==> src/rtl/msk_lbox_pkg.sv <==
// Shared constants, FSM state encoding and sizing helpers for the sequential masked L-box layer.
package msk_lbox_pkg;

    localparam int LBOX_WORD = 32;
    localparam int LBOX_PAIR = 64;

    typedef enum logic [1:0] {
        IDLE = 2'd0,
        BUSY = 2'd1,
        DONE = 2'd2
    } lbox_state_e;

    // Number of BUSY cycles needed to sweep every column pair once.
    function automatic int calc_ncyc(input int nbits, input int lb_par);
        return (nbits / LBOX_PAIR) / lb_par;
    endfunction

    // Cycle counter width; a single-cycle sweep still gets a 1-bit counter.
    function automatic int calc_cnt_w(input int ncyc);
        return (ncyc <= 1) ? 1 : $clog2(ncyc);
    endfunction

endpackage

==> src/rtl/msk_lbox_bundle.sv <==
// LB_PAR combinational dual (forward/inverse) Clyde L-boxes applied share-by-share to one
// d*64*LB_PAR slice of the interleaved shared state (bit i, share s at index D*i+s).
module msk_lbox_bundle
    import msk_lbox_pkg::*;
#(
    parameter int D      = 2,
    parameter int LB_PAR = 1
) (
    input  logic                          inverse,
    input  logic [D*LBOX_PAIR*LB_PAR-1:0] slice_in,
    output logic [D*LBOX_PAIR*LB_PAR-1:0] slice_out
);

    localparam int PAIR_W = D * LBOX_PAIR;

    function automatic logic [31:0] ror(input logic [31:0] v, input int n);
        logic [63:0] dbl;
        dbl = {v, v} >> n;
        return dbl[31:0];
    endfunction

    // Returns {y', x'}.
    function automatic logic [63:0] lbox_fwd(input logic [31:0] x, input logic [31:0] y);
        logic [31:0] a, b, c, e;
        a = x ^ ror(x, 12);
        b = y ^ ror(y, 12);
        a = a ^ ror(a, 3);
        b = b ^ ror(b, 3);
        a = a ^ ror(x, 17);
        b = b ^ ror(y, 17);
        c = a ^ ror(a, 31);
        e = b ^ ror(b, 31);
        a = a ^ ror(e, 26);
        b = b ^ ror(c, 25);
        a = a ^ ror(c, 15);
        b = b ^ ror(e, 15);
        return {b, a};
    endfunction

    function automatic logic [63:0] lbox_inv(input logic [31:0] x, input logic [31:0] y);
        logic [31:0] a, b, c, e;
        a = x ^ ror(x, 25);
        b = y ^ ror(y, 25);
        c = x ^ ror(a, 31);
        e = y ^ ror(b, 31);
        c = c ^ ror(a, 20);
        e = e ^ ror(b, 20);
        a = c ^ ror(c, 31);
        b = e ^ ror(e, 31);
        c = c ^ ror(b, 26);
        e = e ^ ror(a, 25);
        a = a ^ ror(c, 17);
        b = b ^ ror(e, 17);
        return {ror(b, 16), ror(a, 16)};
    endfunction

    // The L-box is linear, so each share is de-interleaved and transformed on its own.
    for (genvar p = 0; p < LB_PAR; p++) begin : g_lbox
        for (genvar s = 0; s < D; s++) begin : g_share
            logic [31:0] x_w;
            logic [31:0] y_w;
            logic [63:0] fwd_w;
            logic [63:0] inv_w;
            logic [63:0] res_w;

            for (genvar k = 0; k < LBOX_WORD; k++) begin : g_bit
                assign x_w[k] = slice_in[p*PAIR_W + D*k + s];
                assign y_w[k] = slice_in[p*PAIR_W + D*(LBOX_WORD+k) + s];
                assign slice_out[p*PAIR_W + D*k + s]             = res_w[k];
                assign slice_out[p*PAIR_W + D*(LBOX_WORD+k) + s] = res_w[LBOX_WORD+k];
            end

            assign fwd_w = lbox_fwd(x_w, y_w);
            assign inv_w = lbox_inv(x_w, y_w);
            assign res_w = inverse ? inv_w : fwd_w;
        end
    end

endmodule

==> src/rtl/msk_lbox_seq_unit.sv <==
// Sequential masked L-box layer: rotates the shared state through LB_PAR dual L-boxes per cycle.
// Optional feature macro: MSK_LBOX_REFRESH_EN adds the rnd port and per-cycle share refresh.
module msk_lbox_seq_unit
    import msk_lbox_pkg::*;
#(
    parameter int d      = 2,
    parameter int Nbits  = 128,
    parameter int LB_PAR = 1
) (
    input  logic                 clk,
    input  logic                 rst_n,
    input  logic                 in_valid,
    output logic                 in_ready,
    input  logic                 inverse,
    input  logic [d*Nbits-1:0]   state_in,
    output logic                 out_valid,
    input  logic                 out_ready,
    output logic [d*Nbits-1:0]   state_out
`ifdef MSK_LBOX_REFRESH_EN
    ,
    input  logic [(d-1)*LBOX_PAIR*LB_PAR-1:0] rnd
`endif
);

    localparam int STATE_W   = d * Nbits;
    localparam int SLICE_W   = d * LBOX_PAIR * LB_PAR;
    localparam int PROC_BITS = LBOX_PAIR * LB_PAR;
    localparam int NCYC      = calc_ncyc(Nbits, LB_PAR);
    localparam int CNT_W     = calc_cnt_w(NCYC);
    localparam logic [CNT_W-1:0] CNT_LAST = CNT_W'(NCYC - 1);

    lbox_state_e        state_cur;
    lbox_state_e        state_nxt;
    logic [STATE_W-1:0] state_q;
    logic [STATE_W-1:0] state_rot;
    logic [CNT_W-1:0]   cnt_q;
    logic               inv_q;
    logic               accept;
    logic [SLICE_W-1:0] lbox_out;
    logic [SLICE_W-1:0] slice_new;

    msk_lbox_bundle #(
        .D      (d),
        .LB_PAR (LB_PAR)
    ) u_bundle (
        .inverse   (inv_q),
        .slice_in  (state_q[SLICE_W-1:0]),
        .slice_out (lbox_out)
    );

`ifdef MSK_LBOX_REFRESH_EN
    // rnd bit for processed bit b, share j (1..d-1) sits at (d-1)*b + j-1; share 0 absorbs their XOR.
    always_comb begin
        slice_new = lbox_out;
        for (int b = 0; b < PROC_BITS; b++) begin
            for (int j = 1; j < d; j++) begin
                slice_new[d*b+j] = slice_new[d*b+j] ^ rnd[(d-1)*b + j - 1];
                slice_new[d*b]   = slice_new[d*b]   ^ rnd[(d-1)*b + j - 1];
            end
        end
    end
`else
    assign slice_new = lbox_out;
`endif

    // Processed slice re-enters at the top, so NCYC rotations restore the original column order.
    if (SLICE_W == STATE_W) begin : g_single
        assign state_rot = slice_new;
    end else begin : g_rotate
        assign state_rot = {slice_new, state_q[STATE_W-1:SLICE_W]};
    end

    always_ff @(posedge clk or negedge rst_n) begin
        if (!rst_n) begin
            state_cur <= IDLE;
        end else begin
            state_cur <= state_nxt;
        end
    end

    // Ready is gated by rst_n so nothing can be accepted while reset is held.
    always_comb begin
        state_nxt = state_cur;
        in_ready  = 1'b0;
        out_valid = 1'b0;
        case (state_cur)
            IDLE: begin
                in_ready = rst_n;
                if (in_valid && rst_n) begin
                    state_nxt = BUSY;
                end
            end
            BUSY: begin
                if (cnt_q == CNT_LAST) begin
                    state_nxt = DONE;
                end
            end
            DONE: begin
                out_valid = 1'b1;
                if (out_ready) begin
                    state_nxt = IDLE;
                end
            end
            default: state_nxt = IDLE;
        endcase
    end

    assign accept = in_valid & in_ready;

    // Reset wipes the share register so no masked data outlives an aborted transaction.
    always_ff @(posedge clk or negedge rst_n) begin
        if (!rst_n) begin
            state_q <= '0;
            cnt_q   <= '0;
            inv_q   <= 1'b0;
        end else begin
            case (state_cur)
                IDLE: begin
                    if (accept) begin
                        state_q <= state_in;
                        inv_q   <= inverse;
                        cnt_q   <= '0;
                    end
                end
                BUSY: begin
                    state_q <= state_rot;
                    cnt_q   <= cnt_q + CNT_W'(1);
                end
                default: ;
            endcase
        end
    end

    assign state_out = state_q;

endmodule

==> config.mk <==
export PLATFORM = sky130hd
export DESIGN_NAME = msk_lbox_seq_unit
export DESIGN_NICKNAME = d
export VERILOG_FILES = /design/src/rtl/msk_lbox_pkg.sv /design/src/rtl/msk_lbox_bundle.sv /design/src/rtl/msk_lbox_seq_unit.sv
export SDC_FILE = /design/constraint.sdc
export NUM_CORES = 1
export LEC_CHECK = 0
export CAP_MARGIN = 20
export CORE_MARGIN = 1.5
export CORE_UTILIZATION = 60
export DETAILED_ROUTE_END_ITERATION = 12
export PLACE_DENSITY = 0.88
export SKIP_LAST_GASP = 1
export SYNTH_ARGS = -nofsm -noshare
export SYNTH_HDL_FRONTEND = slang
export SYNTH_HIERARCHICAL = 1
export SYNTH_SLANG_ARGS = --single-unit
==> constraint.sdc <==
create_clock -name clk -period 5.4 [get_ports clk]
set_input_delay 1.08 -clock clk [delete_from_list [all_inputs] [get_ports clk]]
set_output_delay 1.08 -clock clk [all_outputs]
set_load 0.05 [all_outputs]
After elaboration in Yosys (flattened, before gate mapping). Cells that the tools add are included.

Bits in registers: 260. Input bits: 261. Output and inout port bits: 258. Word-level logic and storage cells: 78.

Add/sub/neg operators: 1. Equality and inequality tests: 6. Muxes and demuxes: 12. Bitwise logic cells: 49. Reduce and logical (&&, ||, !) cells: 6.

Operators with widths (number): $xor 32x32->32 (48); $pmux 256 s2 (1); $mux 256 (1); $mux 64 (2); $ne 2x2->1 const B (4); $mux 2 (3); $pmux 2 s3 (1); $reduce_and 2->1 (2); $mux 1 (3); $reduce_and 3->1 (1); $eq 2x1->1 const B (1); $eq 2x2->1 const B (1); $logic_not 2->1 (1); $pmux 1 s2 (1); $reduce_bool 2->1 (1); $add 1x1->1 const B (1); $and 1x1->1 (1); $logic_and 1x1->1 (1).

Longest topological paths before layout.
Depth after elaboration: 8. Mapped depth: 8. Depth with buffers taken out: 7.

Cells and area by module. Netlist, hierarchy kept.

By module, submodules not included: msk_lbox_bundle (instances 1, cells each 1352, area each 19884.1 um^2, seq. area each 0.0 um^2); msk_lbox_seq_unit (instances 1, cells each 1141, area each 11638.7 um^2, seq. area each 6506.2 um^2).

Least setup slack after synthesis. Ideal clock, no wire load.

Path type: input -> output. Start: input rst_n. End: output in_ready. Arrival: 2226 ps. Data required time: 4320 ps. Setup slack: 2094 ps. Stages on the path: 1. Buffers on the path: 0. Cells stage by stage: nor3b_1.

Word-level cells in the longest chain between the ends: 1.

Ends and longest elaborated chain: start, declared (line msk_lbox_seq_unit.sv:11) `input logic rst_n,`; $mux 1 (line msk_lbox_seq_unit.sv:86) `case (state_cur)`; end, declared (line msk_lbox_seq_unit.sv:13) `output logic in_ready,`.

No other way between the ends.

Final worst setup path. Ends and elaborated chain as after synthesis.

==> impl_metrics.tcl <==
set metrics [dict create \
    drc 0 \
    synthToLayoutAreaGrowth_pct 18.39 \
    hp-class "input pin to async pin" \
    pre_cts_slack_ns 1.516 \
    relSlewSlack 0.2798 \
    synth_top_area_frac 0.3286 \
    grtUsageTotal 0.4275 \
    grt_pass1_wl_mm 162.4 \
    layout_common_cells "517 x clkdlybuf4s50_1, 460 x xnor3_1, 258 x dfrtp_1" \
    vias_per_cell 6.478 \
    maxCapViolations 0 \
    root_buffer "clkbuf_16" \
    dr.pass1.iters 7 \
    fin_cells 3516 \
    syn_area_um2 31520 \
    postCtsHoldBufs 0 \
    worst_slack_ns 1.552 \
    via_count 22775 \
    num_rows 83 \
    syn-num-nets 2754 \
    drt-initial-drc-count 2900 \
    crit_path_start_kind "input pin" \
    cp_data_required_time_ns 4.32 \
    crit_path_max_fanout 84 \
    post-cts-setup-buffers 0 \
    place_hpwl_mm 90.59 \
    die_w_um 232.2 \
    finalNetCount 3076 \
    yosys_register_bits 260 \
    fp.dieH_um 232.2 \
    overflow 0 \
    fmax_ghz 0.2599 \
    cts_buffer_depth 3 \
    avgSynthCellArea_um2 12.64 \
    status "finished clean" \
    dp_cells 3465 \
    netlist_top_cells_area "xnor3_1 33%, dfrtp_1 21%, mux2i_1 7.4%" \
    numCtsBuffers 28 \
    final_common_cell "clkdlybuf4s50_1" \
    max_slew.worst_pin.slew_ns 1.077 \
    clock_sinks 260 \
    initial_utilization 0.6107 \
    ant_nets 0 \
    fin_tns_setup_ns 0 \
    io_pins 519 \
    yosysTopAreaCell "xnor3_1" \
    worstSetupEndpointType "output pin" \
    cts.clk_slew.worst_paths_ns 0.06 \
    min_period_ns 3.848 \
    cp_slowest_cell "clkdlybuf4s50_1" \
    whs_ns 0.5119 \
    arrival_ns 2.77 \
    synth_seq_area_share 0.2064 \
    routabilityCongestion 1.021 \
    cts_max_level 1 \
    hold_violations 0 \
    worst_path_largest_cell_delay_ns 0.87 \
    die-area_um2 53920 \
    rsz0062_at_grt "false" \
    wl_mm 115.8 \
    grt_antenna_before_repair 3 \
    finClkSkew_ns 0.01600 \
    final_layout_size_suffix_gt1_frac 0.08110 \
    critPathKind "input pin to output pin" \
    clk_latency_ns 0.60 \
    maxSlewViolCount 0 \
    cts-resized-gates 0 \
    coreArea_um2 51610 \
    ys_types 32 \
    fin_crit_sh 0.7125 \
    diodes 0 \
    grt_pass1_vias 22080 \
    fillers 3454 \
    wire_per_inst_um 32.95 \
    yosys_warnings 6 \
    port_buffers 518 \
    syn_inst 2493 \
    cts_tree "yes" \
    setup_viol 0 \
    worstPathCellList "buf_8 > nor3b_1 > clkdlybuf4s50_1" \
    grt_max_degree 108 \
]
[critical path, delay by kind of cell]
| kind | cells | cell delay (ns) |
|---|---|---|
| AND/OR/NAND/NOR | 1 | 0.33 |
| buffers and inverters | 2 | 1.36 |
[cells in the mapped netlist (all sizes together)]
library cell  instances
xor3                 45
a22o                  1
nand4bb               1
xor2                286
or2                   1
dfrtp               260
xnor2               284
o21ai               257
mux2i               233
o22ai               128
clkbuf               67
nor2b                 2
nand2b                1
mux2                 25
a21oi               129
xnor3               467
buf                 176
nor3b                 1
inv                 129
[state kept, by name, indices dropped and copies added (netlist names)]
signal / cells
state_out: 256
cnt_q: 1
inv_q: 1
state_cur: 2
[per-layer routing]
layer / wire length [µm] / GRT usage
met1: 47480 / 0.6468
met2: 48530 / 0.6044
met3: 16050 / 0.1137
met4: 3751 / 0.1234
met5: 28 / 0
[cell type report]
| cell class | instances | area (µm²) | area share |
|---|---|---|---|
| Tap cell | 680 | 850.8 | 0.02280 |
| Clock inverter | 15 | 231.5 | 0.006203 |
| Clock buffer | 36 | 792.0 | 0.02122 |
| Multi-Input combinational cell | 1861 | 23090 | 0.6188 |
| Inverter | 129 | 484.2 | 0.01298 |
| Timing Repair Buffer | 535 | 5355 | 0.1435 |
| Sequential cell | 260 | 6514 | 0.1745 |
[cell families after synthesis]
group | after synthesis | synth area share
flip-flops | 260 | 0.2064
buffers and inverters | 372 | 0.06251
AO/OA/AOI/OAI | 515 | 0.08697
XOR/XNOR | 1082 | 0.5598
multiplexers | 258 | 0.08292
AND/OR/NAND/NOR | 6 | 0.001389
[stage by stage]
step | cell area (µm²) | utilization
floorplan | 31520 | -
global placement | 36290 | 0.7032
detailed placement | 36290 | 0.7032
CTS | 37320 | 0.7230
global route | 37320 | 0.7230
finish | 37320 | 0.7230
[worst paths after layout]
path,depth (start not counted),slack (ns),to,start
max reg2reg,7,1.84,state_out[225],state_out[91]
min,1,0.51,state_cur[1],rst_n
min in group clk,2,0.53,state_out[214],state_out[214]
min reg2reg,2,0.53,state_out[214],state_out[214]
max in group asynchronous,3,2.73,state_out[136],rst_n
max,3,1.55,in_ready,rst_n
Power is not shown: default switching activity piles up to over one toggle a cycle in this logic, so the estimate is an artifact.
